`src/rtl/imem_loader_pkg.sv`:
```
// Shared definitions for the instruction-memory loader: default widths,
// read latency and the control-FSM state encoding.
package imem_loader_pkg;

  localparam int IMEM_ADDR_W   = 8;
  localparam int IMEM_DATA_W   = 32;
  localparam int IMEM_READ_LAT = 2;

  typedef enum logic [1:0] {
    ST_IDLE   = 2'd0,
    ST_LOAD   = 2'd1,
    ST_VERIFY = 2'd2,
    ST_DONE   = 2'd3
  } imem_state_e;

endpackage

```
`src/rtl/imem_read_tracker.sv`:
```
// Follows outstanding instruction-memory reads through a READ_LAT-deep valid
// shift register and folds each returned word into the read checksum.
module imem_read_tracker
  import imem_loader_pkg::*;
#(
  parameter int DATA_W   = IMEM_DATA_W,
  parameter int READ_LAT = IMEM_READ_LAT
) (
  input  logic              clk,
  input  logic              rst,
  input  logic              clear,
  input  logic              rd_issue,
  input  logic [DATA_W-1:0] mem_q,
  output logic [DATA_W-1:0] rd_csum,
  output logic              idle
);

  // Bit i set: a read address was on the bus i+1 cycles ago.
  logic [READ_LAT-1:0] vld_sr;

  // Advance the valid pipeline; the oldest stage marks mem_q as valid now.
  always_ff @(posedge clk or negedge rst) begin
    if (!rst) begin
      vld_sr  <= '0;
      rd_csum <= '0;
    end else if (clear) begin
      vld_sr  <= '0;
      rd_csum <= '0;
    end else begin
      vld_sr[0] <= rd_issue;
      for (int i = 1; i < READ_LAT; i++) vld_sr[i] <= vld_sr[i-1];
      if (vld_sr[READ_LAT-1]) rd_csum <= rd_csum ^ mem_q;
    end
  end

  assign idle = ~|vld_sr;

endmodule

```
`src/rtl/imem_loader.sv`:
```
// Streams words from a valid/ready source into instruction memory, then reads
// the memory back and compares XOR checksums of written and returned data.
//
// Handshake: a word transfers on a rising edge where in_valid and in_ready are
// both high; in_ready depends only on state, never on in_valid, and the source
// holds in_data stable while in_valid is high and in_ready is low.
module imem_loader
  import imem_loader_pkg::*;
#(
  parameter int ADDR_W   = IMEM_ADDR_W,
  parameter int DATA_W   = IMEM_DATA_W,
  parameter int READ_LAT = IMEM_READ_LAT
) (
  input  logic              clk,
  input  logic              rst,
  input  logic              start,
  input  logic [ADDR_W-1:0] word_count,
  input  logic              in_valid,
  input  logic [DATA_W-1:0] in_data,
  output logic              in_ready,
  output logic [ADDR_W-1:0] mem_address,
  output logic [DATA_W-1:0] mem_data,
  output logic              mem_wren,
  input  logic [DATA_W-1:0] mem_q,
  output logic              busy,
  output logic              done,
  output logic              error,
  output imem_state_e       state_dbg
);

  imem_state_e       state, state_nxt;
  logic [ADDR_W-1:0] count;
  logic [ADDR_W-1:0] idx;        // write index in LOAD, read index in VERIFY
  logic [DATA_W-1:0] wr_csum;
  logic [DATA_W-1:0] rd_csum;
  logic              rd_present; // mem_address currently carries a read
  logic              all_issued;
  logic              trk_idle;
  logic              accept;
  logic              wr_hs;
  logic              last_idx;
  logic              verify_end;

  assign accept     = start && (state == ST_IDLE);
  assign wr_hs      = in_valid && (state == ST_LOAD);
  assign last_idx   = (idx == count - 1'b1);
  assign verify_end = (state == ST_VERIFY) && all_issued && !rd_present && trk_idle;
  assign state_dbg  = state;

  // State register.
  always_ff @(posedge clk or negedge rst) begin
    if (!rst) state <= ST_IDLE;
    else      state <= state_nxt;
  end

  // Next-state and state-decoded outputs.
  always_comb begin
    state_nxt = state;
    in_ready  = 1'b0;
    busy      = 1'b1;
    done      = 1'b0;
    case (state)
      ST_IDLE: begin
        busy = 1'b0;
        if (start) state_nxt = (word_count == '0) ? ST_DONE : ST_LOAD;
      end
      ST_LOAD: begin
        in_ready = 1'b1;
        if (in_valid && last_idx) state_nxt = ST_VERIFY;
      end
      ST_VERIFY: begin
        if (verify_end) state_nxt = ST_DONE;
      end
      ST_DONE: begin
        done      = 1'b1;
        state_nxt = ST_IDLE;
      end
      default: state_nxt = ST_IDLE;
    endcase
  end

  // Datapath: latch the job, register memory writes/reads, keep checksums.
  always_ff @(posedge clk or negedge rst) begin
    if (!rst) begin
      count       <= '0;
      idx         <= '0;
      wr_csum     <= '0;
      error       <= 1'b0;
      all_issued  <= 1'b0;
      rd_present  <= 1'b0;
      mem_address <= '0;
      mem_data    <= '0;
      mem_wren    <= 1'b0;
    end else begin
      mem_wren   <= 1'b0;
      rd_present <= 1'b0;
      if (accept) begin
        count      <= word_count;
        idx        <= '0;
        wr_csum    <= '0;
        error      <= 1'b0;
        all_issued <= 1'b0;
      end
      if (wr_hs) begin
        mem_address <= idx;
        mem_data    <= in_data;
        mem_wren    <= 1'b1;
        wr_csum     <= wr_csum ^ in_data;
        // The index restarts at zero so VERIFY can reuse it for reads.
        idx         <= last_idx ? '0 : idx + 1'b1;
      end
      if ((state == ST_VERIFY) && !all_issued) begin
        mem_address <= idx;
        rd_present  <= 1'b1;
        idx         <= idx + 1'b1;
        if (last_idx) all_issued <= 1'b1;
      end
      if (verify_end) error <= (wr_csum != rd_csum);
    end
  end

  imem_read_tracker #(
    .DATA_W   (DATA_W),
    .READ_LAT (READ_LAT)
  ) u_read_tracker (
    .clk      (clk),
    .rst      (rst),
    .clear    (accept),
    .rd_issue (rd_present),
    .mem_q    (mem_q),
    .rd_csum  (rd_csum),
    .idle     (trk_idle)
  );

endmodule
```
`config.mk`:
```
export PLATFORM = sky130hd
export DESIGN_NAME = imem_loader
export DESIGN_NICKNAME = d
export VERILOG_FILES = /design/src/rtl/imem_loader_pkg.sv /design/src/rtl/imem_read_tracker.sv /design/src/rtl/imem_loader.sv
export SDC_FILE = /design/constraint.sdc
export NUM_CORES = 1
export LEC_CHECK = 0
export CORE_MARGIN = 4
export CORE_UTILIZATION = 35
export CTS_BUF_LIST = sky130_fd_sc_hd__clkbuf_16
export CTS_CLUSTER_DIAMETER = 80
export DETAILED_ROUTE_END_ITERATION = 8
export DONT_BUFFER_PORTS = 1
export PLACE_DENSITY_LB_ADDON = 0.3
export SLEW_MARGIN = 25
export SYNTH_ARGS = -nofsm -noshare
export SYNTH_HDL_FRONTEND = slang
export SYNTH_SLANG_ARGS = --single-unit
```
`constraint.sdc`:
```
create_clock -name clk -period 3.6 [get_ports clk]
set_input_delay 0.54 -clock clk [delete_from_list [all_inputs] [get_ports clk]]
set_output_delay 0.54 -clock clk [all_outputs]
set_load 0.05 [all_outputs]
```
### Word-level counts from Yosys, hierarchy flattened

Cells that the tools add are included.
W data, S select, Z words.

| cells by class | value |
|---|---|
| add/sub/neg operators | 2 |
| equality and inequality tests | 8 |
| muxes and demuxes | 26 |
| bitwise logic cells | 2 |
| reduce and logical (&&, ||, !) cells | 19 |

Operators with widths:

| kind | count |
|---|---|
| $mux W32 | 4 |
| $xor A32 B32 Y32 | 2 |
| $mux W8 | 6 |
| $ne A32 B32 Y1 | 1 |
| $mux W1 | 10 |
| $mux W2 | 5 |
| $add A8 B1 Y8 const B | 1 |
| $eq A8 B8 Y1 | 1 |
| $logic_not A8 Y1 | 1 |
| $pmux W2 S4 | 1 |
| $reduce_bool A2 Y1 | 4 |
| $sub A8 B1 Y8 const B | 1 |
| $logic_and A1 B1 Y1 | 7 |
| $eq A2 B2 Y1 const B | 2 |
| $ne A2 B2 Y1 const B | 2 |
| $logic_not A1 Y1 | 3 |
| $reduce_and A3 Y1 | 1 |
| $reduce_bool A3 Y1 | 1 |
| $eq A2 B1 Y1 const B | 1 |
| $logic_not A2 Y1 | 1 |
| $ne A2 B1 Y1 const B | 1 |
| $reduce_or A2 Y1 | 1 |

| word-level totals | value |
|---|---|
| flip-flop bits (word level) | 128 |
| input port bits | 76 |
| output and inout bits | 47 |
| word-level logic and storage cells | 69 |

### Longest topological paths before layout

| logic depth | value |
|---|---|
| word-level depth | 6 |
| gate-level depth with buffers | 8 |
| gate-level depth less buffers | 8 |

### Cells and area by module

A second synthesis with hierarchy kept.

| second synthesis, totals | value |
|---|---|
| cell total of the unflattened synthesis | 618 |
| area, all modules | 6194.7 um^2 |

By module, submodules not included:

| module | times used | cells an instance | area each (um^2) | sequential area each (um^2) |
|---|---|---|---|---|
| imem_loader | 1 | 474 | 4470.5 | 2352.3 |
| imem_read_tracker | 1 | 144 | 1724.2 | 850.8 |

### Least setup slack after synthesis

OpenSTA, ideal clock, no wires.

| timing path | value |
|---|---|
| kind | flip-flop to flip-flop |
| start | reg state[1] (netlist: state_dbg[1]) |
| end | reg idx[6] |
| library setup time | 0.076 ns |
| data arrival time | 2.396 ns |
| data required time | 3.524 ns |
| path slack | 1.128 ns |
| cell stages (with the launch flop) | 9 |
| path buffers | 1 |
| clock period less this slack | 2.472 ns |
| cells stage by stage | dfrtp_1 > inv_1 > ha_1 > nand2_1 > clkbuf_1 > nand2_1 > nor2_1 > nand2_1 > o21ai_1 |

| between the ends | value |
|---|---|
| cells in the longest elaborated chain, start to end | 4 |
| elaborated cells on any way between the ends | 9 |
| classes of those cells | 2 x eq/ne; 2 x mux; 5 x reduce/logical |

Ends and longest elaborated chain:

| what | line | source |
|---|---|---|
| from (decl) | imem_loader.sv:31 | `imem_state_e state, state_nxt;` |
| from (signal assigned) | imem_loader.sv:53 | `else state <= state_nxt;` |
| $eq A2 B1 Y1 | imem_loader.sv:45 | `assign wr_hs = in_valid && (state == ST_LOAD);` |
| $logic_and A1 B1 Y1 | imem_loader.sv:45 |  |
| $mux W8 | imem_loader.sv:104 | `if (wr_hs) begin` |
| $mux W8 | imem_loader.sv:112 | `if ((state == ST_VERIFY) && !all_issued) begin` |
| to (signal assigned) | imem_loader.sv:110 | `idx <= last_idx ? '0 : idx + 1'b1;` |
| to (signal assigned) | imem_loader.sv:115 | `idx <= idx + 1'b1;` |
| to (decl) | imem_loader.sv:33 | `logic [ADDR_W-1:0] idx;` |

Several ways; a longest one is shown, not always the timed one.
A chain may end at the register's enable or synchronous reset.

### Final worst setup path

| timing path | value |
|---|---|
| start | reg state[1] (netlist: state_dbg[1]) |
| end | reg idx[1] |

Same word-level chain as after synthesis.

==> impl_metrics.ini <==
[setup_path]
cp_slowest_stage_delay_ns = 0.70
crit_top_cell = nand2_1
worstPathCellList = inv_1 > ha_1 > nand2_2 > nand2_1 > nor2_1 > nand2_1 > o21ai_0
crit_fanout = 20
crit_arrival_ns = 2.88
cp_slowest_cell = dfrtp_1
cp-end-kind = flip-flop
reg2reg_slack_ns = 1.05
start_kind = flip-flop
crit_type = flip-flop to flip-flop
cp.required_ns = 3.92

[power]
vdd_ir_drop_max_mv = 0.4738
p_leak_nw = 3.209
powerDensity_nw_per_um2 = 1056

[sta]
fin_crit_ns = 2.555
finClkSkew_ns = 0.01270
rsz0062_at_grt = false
final_max_slew_viol_count = 0
finalSetupTns_ns = 0
hold_viol_final = 0
max_freq_ghz = 0.3914
period_share_pct = 70.97
worst_pin_slew_ns = 0.7516
slew-limit-headroom_pct = 49.90
holdWs_ns = 0.007437
final-setup-viol-count = 0

[cts]
cts_htree_levels = 4
cts_setup_buffers = 0
cts-root-buf = clkbuf_16
numClockSinks = 128
cts_tree = built
clock_path_buffers = 2
clkTransAtPathRegs_ns = 0.06
cts_buffers = 17
clk_latency_ns = 0.42

[placed_design]
place_inst = 813
dp_hpwl_um = 10240
numPortBuffers = 0
gp_congestion = 0.8001

[finish]
stdcell_count = 846
syn2layout_area_growth_pct = 13.88
num_antenna_cells = 0
final_nets = 700
drive_gt1_share_pct = 8.730
num-fill-cells = 1628

[global_routing]
antenna_found_initial = 0
met3_usage_pct = 6.618
grt_usage_pct = 16.42
gr-usage-met1_pct = 20.24
busiest_layer = met2
met2_usage_pct = 27.11
grt.overflow.total = 0
grt_pass1_wl_um = 23700
grt_pass1_vias = 4434
grt_max_degree = 129

[synth]
synth_fp_nets = 699
yosysMostFrequentCell = nand2_1
async_flop_share_pct = 100.0
yosysUniqueCellTypes = 35
synthFlopType = dfrtp_1
synthTopCellsByArea = dfrtp_1, nand2_1, xor2_1
synthCells = 616
ys_ff_latch = 128
avgSynthCellArea_um2 = 9.451
synth_common_cells = nand2_1, dfrtp_1, o21ai_0, xor2_1, nor2_1
synth_top_area_share_pct = 55.02
synth_top_area_cell = dfrtp_1
yosysWarningCount = 0
synth-seq-area-share_pct = 55.02
mappedNetlistArea_um2 = 5822
synth-edff-count = 0

[route]
drc = 0
postRouteWirelength_um = 14490
vias = 4128
dr.first_iter.drc_count = 234
avgViaCountPerCell = 4.879
first_pass_iters = 4
routedWlPerCell_um = 17.13
ant_nets = 0

[die]
initial_core_util_pct = 36.13
die_area_um2 = 18760
num_rows = 46
fp.dieW_um = 137.0
ios = 123
die_y_um = 137.0
fp.coreArea_um2 = 16120

[min_path]
hold_path.class = input port to asynchronous set/reset pin

[status]
outcome = complete, no violations

[flow_run]
max_cap_viol_count = 0
[layout by cell type (no fill, tap or decap), types with 2 or more instances in the layout]
master and count:
nand2_1 196, dfrtp_1 128, o21ai_0 74, xor2_1 70, nor2_1 36, clkbuf_16 17
nor4_1 12, xnor2_1 10, inv_6 9, inv_1 8, mux2_2 8, ha_1 7
a21oi_1 6, buf_4 6, nor3_1 5, and3_1 3, inv_8 3, and2_1 2
a31oi_1 2, o21a_1 2, nand4_1 2, nand3_1 2, o21ai_1 2, clkinv_4 2
[sequential cells by signal, indices dropped and copies added (netlist names)]
| signal | flops |
|---|---|
| wr_csum | 32 |
| count | 8 |
| rd_present | 1 |
| idx | 8 |
| error | 1 |
| all_issued | 1 |
| state_dbg | 2 |
| u_read_tracker.rd_csum | 32 |
| u_read_tracker.vld_sr | 2 |
| mem_address | 8 |
| mem_wren | 1 |
| mem_data | 32 |
[path summary, 6_finish.rpt]
check,from,endpoint,cells after the start
max,state_dbg[1],idx[1],7
min,rst,count[0],1
max reg2reg,state_dbg[1],idx[1],7
min reg2reg,u_read_tracker.vld_sr[0],u_read_tracker.vld_sr[1],1
max in group asynchronous,rst,mem_data[24],1
min in group clk,word_count[5],count[5],2
[per-stage QoR]
step | utilization [%] | worst slack [ns] | area, µm² | total power, mW
after global placement | 37.48 | 1.195 | 6040 | 5.311
after detailed placement | 37.48 | 1.074 | 6040 | 5.410
final | 41.14 | 1.045 | 6630 | 6.999
after CTS | 41.14 | 1.053 | 6630 | 7.120
after floorplan | - | 1.128 | 5822 | 4.799
after global routing | 41.14 | 0.8275 | 6630 | 7.546
[layer usage]
layer	part of all wire [%]	vias to the layer above
met2	50	94
met4	0.53	0
met5	0	-
met1	42	2015
li1	-	2013
met3	7.4	6
[cell type report]
class / instances / area, µm² / share of cell area, %
Sequential cell: 128 / 3203 / 48.31
Multi-Input combinational cell: 454 / 2487 / 37.52
Clock buffer: 17 / 425.4 / 6.416
Tap cell: 216 / 270.3 / 4.076
Clock inverter: 15 / 137.6 / 2.076
Timing Repair Buffer: 7 / 72.57 / 1.095
Inverter: 9 / 33.78 / 0.5095
[critical path, delay by kind of cell (launching register included)]
kind	cells	cell delay [ns]
buf+inv	1	0.18
fa+ha+maj	1	0.25
simple gates	4	1.23
compound gates	1	0.10
flops	1	0.70
[cell families after synthesis]
group / synth area share, %
xor+xnor: 12.04
fa+ha+maj: 1.504
compound gates: 8.468
mux: 1.547
buf+inv: 2.321
flops: 55.02
simple gates: 19.11
[power by group]
part           switching, mW  internal (mW)  total [mW]
Sequential              1.29           2.05        3.35
Combinational           1.22          0.796        2.02
Clock                  0.720          0.916        1.64
Total                   3.24           3.76        7.00
[repair_timing]
| item | 4_1_cts | 5_1_grt |
|---|---|---|
| hold endpoints to repair | 128 | 0 |
| gates resized for setup | 0 | 0 |
| hold buffers | 1 | 0 |
No activity file was read; power rests on OpenSTA's default activity.
